--- config.mk ---
export PLATFORM = sky130hd
export DESIGN_NAME = alu_seq_exec
export DESIGN_NICKNAME = d
export VERILOG_FILES = /design/src/rtl/alu_seq_exec.sv
export SDC_FILE = /design/constraint.sdc
export NUM_CORES = 1
export LEC_CHECK = 0
export ABC_AREA = 0
export CAP_MARGIN = 10
export CELL_PAD_IN_SITES_DETAIL_PLACEMENT = 1
export CELL_PAD_IN_SITES_GLOBAL_PLACEMENT = 1
export CORE_UTILIZATION = 44
export DETAILED_ROUTE_END_ITERATION = 10
export PLACE_DENSITY_LB_ADDON = 0.1
export SETUP_SLACK_MARGIN = 0.3
export SYNTH_ARGS = -nofsm -noshare
export SYNTH_HDL_FRONTEND = slang
export SYNTH_SLANG_ARGS = --single-unit
--- constraint.sdc ---
create_clock -name clk_i -period 3.3 [get_ports clk_i]
set_input_delay 0.495 -clock clk_i [delete_from_list [all_inputs] [get_ports clk_i]]
set_output_delay 0.495 -clock clk_i [all_outputs]
set_load 0.005 [all_outputs]
--- src/rtl/alu_seq_exec.sv ---
// alu_seq_exec: EX-stage ALU with a start/done handshake.
//   Logic and arithmetic ops finish in one cycle. Unsigned multiply (shift-add) and
//   unsigned divide (restoring) take one bit per cycle.
// Ports:
//   clk_i        clock, rising edge
//   rst_i        synchronous active-low reset
//   start_i      request, sampled only in IDLE
//   ALUCtrl_i    4-bit operation code, captured with start_i
//   src1_i       operand A (dividend / multiplicand)
//   src2_i       operand B (divisor / multiplier)
//   result_o     low result / quotient
//   hi_o         product upper half / remainder, 0 for other ops
//   zero_o       result_o == 0
//   busy_o       high while iterating
//   done_o       one-cycle completion pulse
//   err_o        invalid code or divide-by-zero, held until next completion
module alu_seq_exec #(
  parameter int unsigned WIDTH = 32,
  parameter int unsigned CNT_W = 6
) (
  input  logic             clk_i,
  input  logic             rst_i,
  input  logic             start_i,
  input  logic [3:0]       ALUCtrl_i,
  input  logic [WIDTH-1:0] src1_i,
  input  logic [WIDTH-1:0] src2_i,
  output logic [WIDTH-1:0] result_o,
  output logic [WIDTH-1:0] hi_o,
  output logic             zero_o,
  output logic             busy_o,
  output logic             done_o,
  output logic             err_o
);

  localparam logic [3:0] OpAnd  = 4'b0000;
  localparam logic [3:0] OpOr   = 4'b0001;
  localparam logic [3:0] OpAdd  = 4'b0010;
  localparam logic [3:0] OpSub  = 4'b0110;
  localparam logic [3:0] OpSlt  = 4'b0111;
  localparam logic [3:0] OpNor  = 4'b1100;
  localparam logic [3:0] OpMulu = 4'b1000;
  localparam logic [3:0] OpDivu = 4'b1001;

  typedef enum logic [1:0] {StIdle, StRun, StFin} state_e;

  state_e            state_q, state_d;
  logic [CNT_W-1:0]  cnt_q, cnt_d;
  logic              is_div_q, is_div_d;
  logic [WIDTH-1:0]  acc_hi_q, acc_hi_d;  // product high / partial remainder
  logic [WIDTH-1:0]  acc_lo_q, acc_lo_d;  // multiplier shifting out / dividend -> quotient
  logic [WIDTH-1:0]  opb_q, opb_d;        // multiplicand or divisor
  logic [WIDTH-1:0]  result_q, result_d;
  logic [WIDTH-1:0]  hi_q, hi_d;
  logic              err_q, err_d;

  // One multiply step: conditionally add, then shift the {carry, hi, lo} pair right.
  logic [WIDTH:0]    mul_sum;
  // One divide step: shift in the next dividend bit, subtract if it fits.
  logic [WIDTH:0]    div_shift;
  logic              div_ge;
  logic [WIDTH-1:0]  div_diff;
  logic [WIDTH-1:0]  step_hi, step_lo;

  always_comb begin
    mul_sum   = {1'b0, acc_hi_q} + (acc_lo_q[0] ? {1'b0, opb_q} : '0);
    div_shift = {acc_hi_q, acc_lo_q[WIDTH-1]};
    div_ge    = (div_shift >= {1'b0, opb_q});
    // True difference is below the divisor, so WIDTH bits are enough.
    div_diff  = div_shift[WIDTH-1:0] - opb_q;
    if (is_div_q) begin
      step_hi = div_ge ? div_diff : div_shift[WIDTH-1:0];
      step_lo = {acc_lo_q[WIDTH-2:0], div_ge};
    end else begin
      step_hi = mul_sum[WIDTH:1];
      step_lo = {mul_sum[0], acc_lo_q[WIDTH-1:1]};
    end
  end

  always_comb begin
    state_d  = state_q;
    cnt_d    = cnt_q;
    is_div_d = is_div_q;
    acc_hi_d = acc_hi_q;
    acc_lo_d = acc_lo_q;
    opb_d    = opb_q;
    result_d = result_q;
    hi_d     = hi_q;
    err_d    = err_q;

    unique case (state_q)
      StIdle: begin
        if (start_i) begin
          state_d = StFin;
          hi_d    = '0;
          err_d   = 1'b0;
          case (ALUCtrl_i)
            OpAnd: result_d = src1_i & src2_i;
            OpOr:  result_d = src1_i | src2_i;
            OpAdd: result_d = src1_i + src2_i;
            OpSub: result_d = src1_i - src2_i;
            OpSlt: result_d = {{(WIDTH-1){1'b0}}, ($signed(src1_i) < $signed(src2_i))};
            OpNor: result_d = ~(src1_i | src2_i);
            OpMulu: begin
              state_d  = StRun;
              cnt_d    = CNT_W'(WIDTH);
              is_div_d = 1'b0;
              acc_hi_d = '0;
              acc_lo_d = src2_i;
              opb_d    = src1_i;
            end
            OpDivu: begin
              if (src2_i == '0) begin
                result_d = '1;
                hi_d     = src1_i;
                err_d    = 1'b1;
              end else begin
                state_d  = StRun;
                cnt_d    = CNT_W'(WIDTH);
                is_div_d = 1'b1;
                acc_hi_d = '0;
                acc_lo_d = src1_i;
                opb_d    = src2_i;
              end
            end
            default: begin
              result_d = '0;
              err_d    = 1'b1;
            end
          endcase
        end
      end
      StRun: begin
        acc_hi_d = step_hi;
        acc_lo_d = step_lo;
        cnt_d    = cnt_q - CNT_W'(1);
        if (cnt_q == CNT_W'(1)) begin
          state_d  = StFin;
          result_d = step_lo;
          hi_d     = step_hi;
          err_d    = 1'b0;
        end
      end
      StFin:   state_d = StIdle;
      default: state_d = StIdle;
    endcase
  end

  always_ff @(posedge clk_i) begin
    if (!rst_i) begin
      state_q  <= StIdle;
      cnt_q    <= '0;
      is_div_q <= 1'b0;
      acc_hi_q <= '0;
      acc_lo_q <= '0;
      opb_q    <= '0;
      result_q <= '0;
      hi_q     <= '0;
      err_q    <= 1'b0;
    end else begin
      state_q  <= state_d;
      cnt_q    <= cnt_d;
      is_div_q <= is_div_d;
      acc_hi_q <= acc_hi_d;
      acc_lo_q <= acc_lo_d;
      opb_q    <= opb_d;
      result_q <= result_d;
      hi_q     <= hi_d;
      err_q    <= err_d;
    end
  end

  assign result_o = result_q;
  assign hi_o     = hi_q;
  assign zero_o   = (result_q == '0);
  assign busy_o   = (state_q == StRun);
  assign done_o   = (state_q == StFin);
  assign err_o    = err_q;

endmodule

==> results of run 1 <==
[through the flow]
stage          cell area, sq um  hold slack [ps]  worst slack [ps]  cells  utilization
4_1_cts                   24800              476               112   3410        0.656
3_5_place_dp              21900              468              -610   3315        0.580
3_3_place_gp              21900              446              -583   3315        0.580
2_1_floorplan             17000              448               312   2370            -
[metal layers]
layer  overflow  global-route usage
met1         25               0.883
met2       1417                1.17
met3         41               0.800
met4        547                1.10
met5          4               0.506
[cell usage after synthesis (all sizes together) (10+ instances only)]
cell	instances
mux2i	106
a31oi	23
inv	153
and2	46
or3	10
o21ai	174
xor2	24
nand3	41
ha	165
xnor2	56
o31ai	17
nor2	239
a211oi	92
o21a	11
nand2b	17
a21o	51
nor3	42
dfxtp	170
nor2b	14
and3	13
a22oi	25
o211ai	17
nand2	168
nor4	31
o22ai	29
buf	30
o21bai	19
a21boi	10
nand4	21
clkbuf	124
a21oi	332
[cells by family after synthesis]
kind of cell,synth area share
compound gates,0.318
flops,0.200
fa+ha+maj,0.126
xor+xnor,0.0412
simple gates,0.178
mux,0.0664
buf+inv,0.0702
[timing repair]
item                       CTS
resized for setup          405
setup endpoints to repair  100
hold buffers                 0
gates cloned                 5
pin swaps                  117
hold endpoints to repair     0
buffers inserted            60
==> summary.md, run 1 <==
| Metric | Value |
|---|---|
| DP Wirelength | 65.8 mm |
| Top-area cell type share of the netlist area | 0.200 |
| Die width | 199 um |
| Num CTS Buffers | 17 |
| Gr ovfl total | 2034 |
| Grt repair worst endpoint | hi_o[19]$_SDFFE_PN0P_/D |
| Max Root-Sink Buffers | 2 |
| Mean area per synthesized cell | 7.17 sq um |
| Sequential share of the synthesized area | 0.200 |
| Classification of the worst endpoint | register input |
| Pin count of the biggest net entering global routing | 70 |
| Clock H-tree levels | 4 |
| Post-Syn Instances | 2370 |
| Initial core utilization | 0.449 |
| Last stage | 5_1_grt |
| EDFF count, synth | 0 |
| Synth area leaders | dfxtp_1 20%, ha_1 12%, a21oi_1 9.8% |
| Synth unique cells | 80 |
| Port bufs | 138 |
| FFs w/ async S/R, synth | 0 |
| Synth Cell Area | 17000 sq um |
| Die height | 199 um |
| Outcome | aborted with a tool error |
| Top FF cell, synth | dfxtp_1 |
| All-layer global routing usage | 0.963 |
| Stop err | [ERROR GRT-0232] Routing congestion too high. Check the congestion heatmap in the GUI. |
| # IOs | 139 |
| Synth warnings | 0 |
| Synth area leader | dfxtp_1 |
| Placer Congestion | 1.04 |
| Clock sinks | 170 |
| Yosys reg bits | 170 |
| Syn_nets | 2610 |
| CTS root buf | clkbuf_16 |
| Core Rows | 71 |
==> inputs of run 2 (changes only) <==
==> config.mk (replaced) <==
export PLATFORM = sky130hd
export DESIGN_NAME = alu_seq_exec
export DESIGN_NICKNAME = d
export VERILOG_FILES = /design/src/rtl/alu_seq_exec.sv
export SDC_FILE = /design/constraint.sdc
export NUM_CORES = 1
export LEC_CHECK = 0
export ABC_AREA = 0
export CAP_MARGIN = 10
export CORE_UTILIZATION = 35
export DETAILED_ROUTE_END_ITERATION = 10
export PLACE_DENSITY_LB_ADDON = 0.15
export SYNTH_ARGS = -nofsm -noshare
export SYNTH_HDL_FRONTEND = slang
export SYNTH_SLANG_ARGS = --single-unit
==> summary.md, run 2 <==
| Metric | Value |
|---|---|
| Synth area leaders | dfxtp_1 20%, ha_1 12%, a21oi_1 9.8% |
| Wirelength per Cell | 22.1 um |
| Worst path max stage delay | 500 ps |
| Post-synth top cells | 332 x a21oi_1, 238 x nor2_1, 170 x dfxtp_1 |
| All-layer global routing usage | 0.301 |
| Max IR drop VDD | 364 uV |
| PwrDens | 308 nW/um^2 |
| Die height | 222 um (+12%) |
| RSZ-0062 raised after global routing | yes |
| CP Class | input port to flop |
| Worst path slowest cell | clkdlybuf4s50_1 |
| Top FF cell, synth | dfxtp_1 |
| Clk_lat worst skew | 480 ps |
| Placer Congestion | 0.955 (-8.3%) |
| Synth unique cells | 80 (unchanged) |
| Mean area per synthesized cell | 7.17 sq um (unchanged) |
| Reg clk slew, reported paths | 80 ps |
| CTS tree | done |
| Area of the multi-input gates | 13200 sq um |
| Clock H-tree levels | 4 (unchanged) |
| Antenna cell count | 0 |
| Num CTS Buffers | 17 (unchanged) |
| Global-route wire length before repair | 114 mm |
| Bufs and invs on worst path | 5 |
| Top-area cell type share of the netlist area | 0.200 (unchanged) |
| Slew Limit Fails | 0 |
| Die ar. | 49400 sq um |
| Cell mode on critical path | buf_4 |
| Filler cells | 4762 |
| Setup TNS | 0 ps |
| Remaining DRCs | 0 |
| Crit path time final | 3240 ps |
| Period utilisation layout | 0.981 |
| Initial antenna violation count | 0 |
| Clock sinks | 170 (unchanged) |
| Xor/xnor cell area share of the yosys netlist | 0.0412 (unchanged) |
| Layout Skew | 18.4 ps |
| FFs w/ async S/R, synth | 0 (unchanged) |
| Final wirelength | 76.9 mm |
| Most common cell in the synthesized netlist | a21oi_1 |
| Worst hold slack | 457 ps |
| # IOs | 139 (unchanged) |
| Cts hold-fix bufs | 0 (unchanged) |
| Vias in the first global route | 18805 |
| Area grow syn2layout | 40.2% |
| EDFF count, synth | 0 (unchanged) |
| Outcome | finished, final reports clean |
| Final ANT Viol Nets | 0 |
| Crit path cell chain | clkdlybuf4s50_1 -> buf_4 -> nor4_2 -> nand4_1 -> nor2_2 -> a211oi_2 -> o21a_1 -> nor3_2 -> buf_4 -> buf_12 -> nand2_1 -> nor2_1 -> a211oi_2 -> a21oi_2 -> buf_4 |
| Core footprint | 47800 sq um |
| Crit path max-delay family | simple AND/OR/NAND/NOR gates |
| Nets@finish | 3094 |
| Max_slew headroom | 0.447 |
| Static Leak | 10.0 nW |
| Drt pass-1 iters | 5 |
| Compound-Gate Fraction of Synth Area | 0.318 (unchanged) |
| Gr ovfl total | 0 |
| Largest family of logic cells by synthesized area | compound AO/OA/AOI/OAI gates |
| Syn_nets | 2610 (unchanged) |
| Arrival @ worst endpoint | 3660 ps |
| DR iter-0 viols | 1775 |
| Synth Cell Area | 17000 sq um (unchanged) |
| DP Wirelength | 61.6 mm (-6.4%) |
| Max Root-Sink Buffers | 2 (unchanged) |
| Register Area | 3430 sq um |
| Adder-cell share of the synthesized area | 0.126 (unchanged) |
| Worst-Margin Slew | 826 ps |
| Share of cells above drive strength 1 | 0.238 |
| Design Power | 7.33 mW |
| CTS root buf | clkbuf_16 |
| Final Hold Viols | 0 |
| Max_cap viols | 0 |
| Max Fclk | 0.309 GHz |
| Most frequent cells in the layout | 460 x buf_4, 317 x a21oi_1, 233 x nor2_1 |
| Count of final setup violators | 0 |
| Synth area leader | dfxtp_1 |
| Initial core utilization | 0.355 (-0.0939) |
| Synth warnings | 0 (unchanged) |
| Mux cell area share after synthesis | 0.0664 (unchanged) |
| Via density | 5.71 |
| Critical path peak fanout | 8 |
| CP startpoint kind | input port |
| Pin count of the biggest net entering global routing | 102 |
| CP Capture Type | flop |
| Req. time, crit path | 3720 ps |
| Yosys reg bits | 170 (unchanged) |
| Core Rows | 80 (+13%) |
| R2r setup slk | 100 ps |
| Commonest non-fill, non-tap cell in the layout | buf_4 |
| Via count | 19897 |
| Simple-gate share of the synthesized area | 0.178 (unchanged) |
| Post-Syn Instances | 2370 (unchanged) |
| Port bufs | 138 (unchanged) |
| Die width | 222 um (+12%) |
| Hold Path Class | flop to flop |
| Sequential share of the synthesized area | 0.200 (unchanged) |
-- run 2: timing repair --
item,4_1_cts,5_1_grt
setup buffers,1,11
gates cloned,0,1
resized for setup,27,149
pin swaps,4,40
endpoints found under the setup margin,27,61
-- run 2: worst paths after layout --
check | to | start | cells after the start
max reg2reg | acc_hi_q[30] | acc_lo_q[0] | 15
min reg2reg | err_o | err_o | 2
max | result_o[20] | src2_i[12] | 15
min | err_o | err_o | 2
-- run 2: cell type report --
type	instances	share of cell area
clock buffers	17	0.0179
clock inverters	15	0.00735
inverters	154	0.0244
multi-input cells	1892	0.555
flip-flops and latches	170	0.144
well taps	615	0.0323
repair buffers	619	0.219
-- run 2: cells by family after synthesis --
family	Yosys count
mux	112
fa+ha+maj	169
flops	170
buf+inv	308
simple gates	656
xor+xnor	80
compound gates	875
-- run 2: worst reg2reg max path: cells and delay by family (launching register included) --
| family | cells | cell delay [ps] |
|---|---|---|
| DFF | 1 | 360 |
| xor gates and xnor gates | 1 | 150 |
| AOI/OAI and AO/OA | 7 | 1610 |
| and+or+nand+nor | 3 | 270 |
| adders and majority gates | 1 | 220 |
| buffers and inverters | 3 | 460 |
-- run 2: power breakdown --
part | switching (mW) | leakage [nW] | internal (mW)
combinational | 1.62 | 8.36 | 1.38
clock | 1.09 | 0.294 | 1.02
sequential | 0.0850 | 1.39 | 2.13
-- run 2: metal layers --
metal / wire [um] / global-route usage
met5: 0 / 0
met4: 2290 / 0.102
met3: 4650 / 0.0309
met2: 33600 / 0.467
met1: 36300 / 0.431
-- run 2: stage by stage --
| stage | worst slack [ps] | util | instances | area, sq um |
|---|---|---|---|---|
| finish | 61.2 | 0.498 | 3482 | 23800 |
| global route | -50.5 | 0.498 | 3482 | 23800 |
| detailed placement | -703 | 0.465 | 3437 | 22300 |
| CTS | -29.0 | 0.481 | 3470 | 23000 |
| global placement | -804 | 0.465 | 3437 | 22300 |
| floorplan | 274 | - | 2370 | 17000 |
Note: power is estimated with default switching activity, not from simulation.
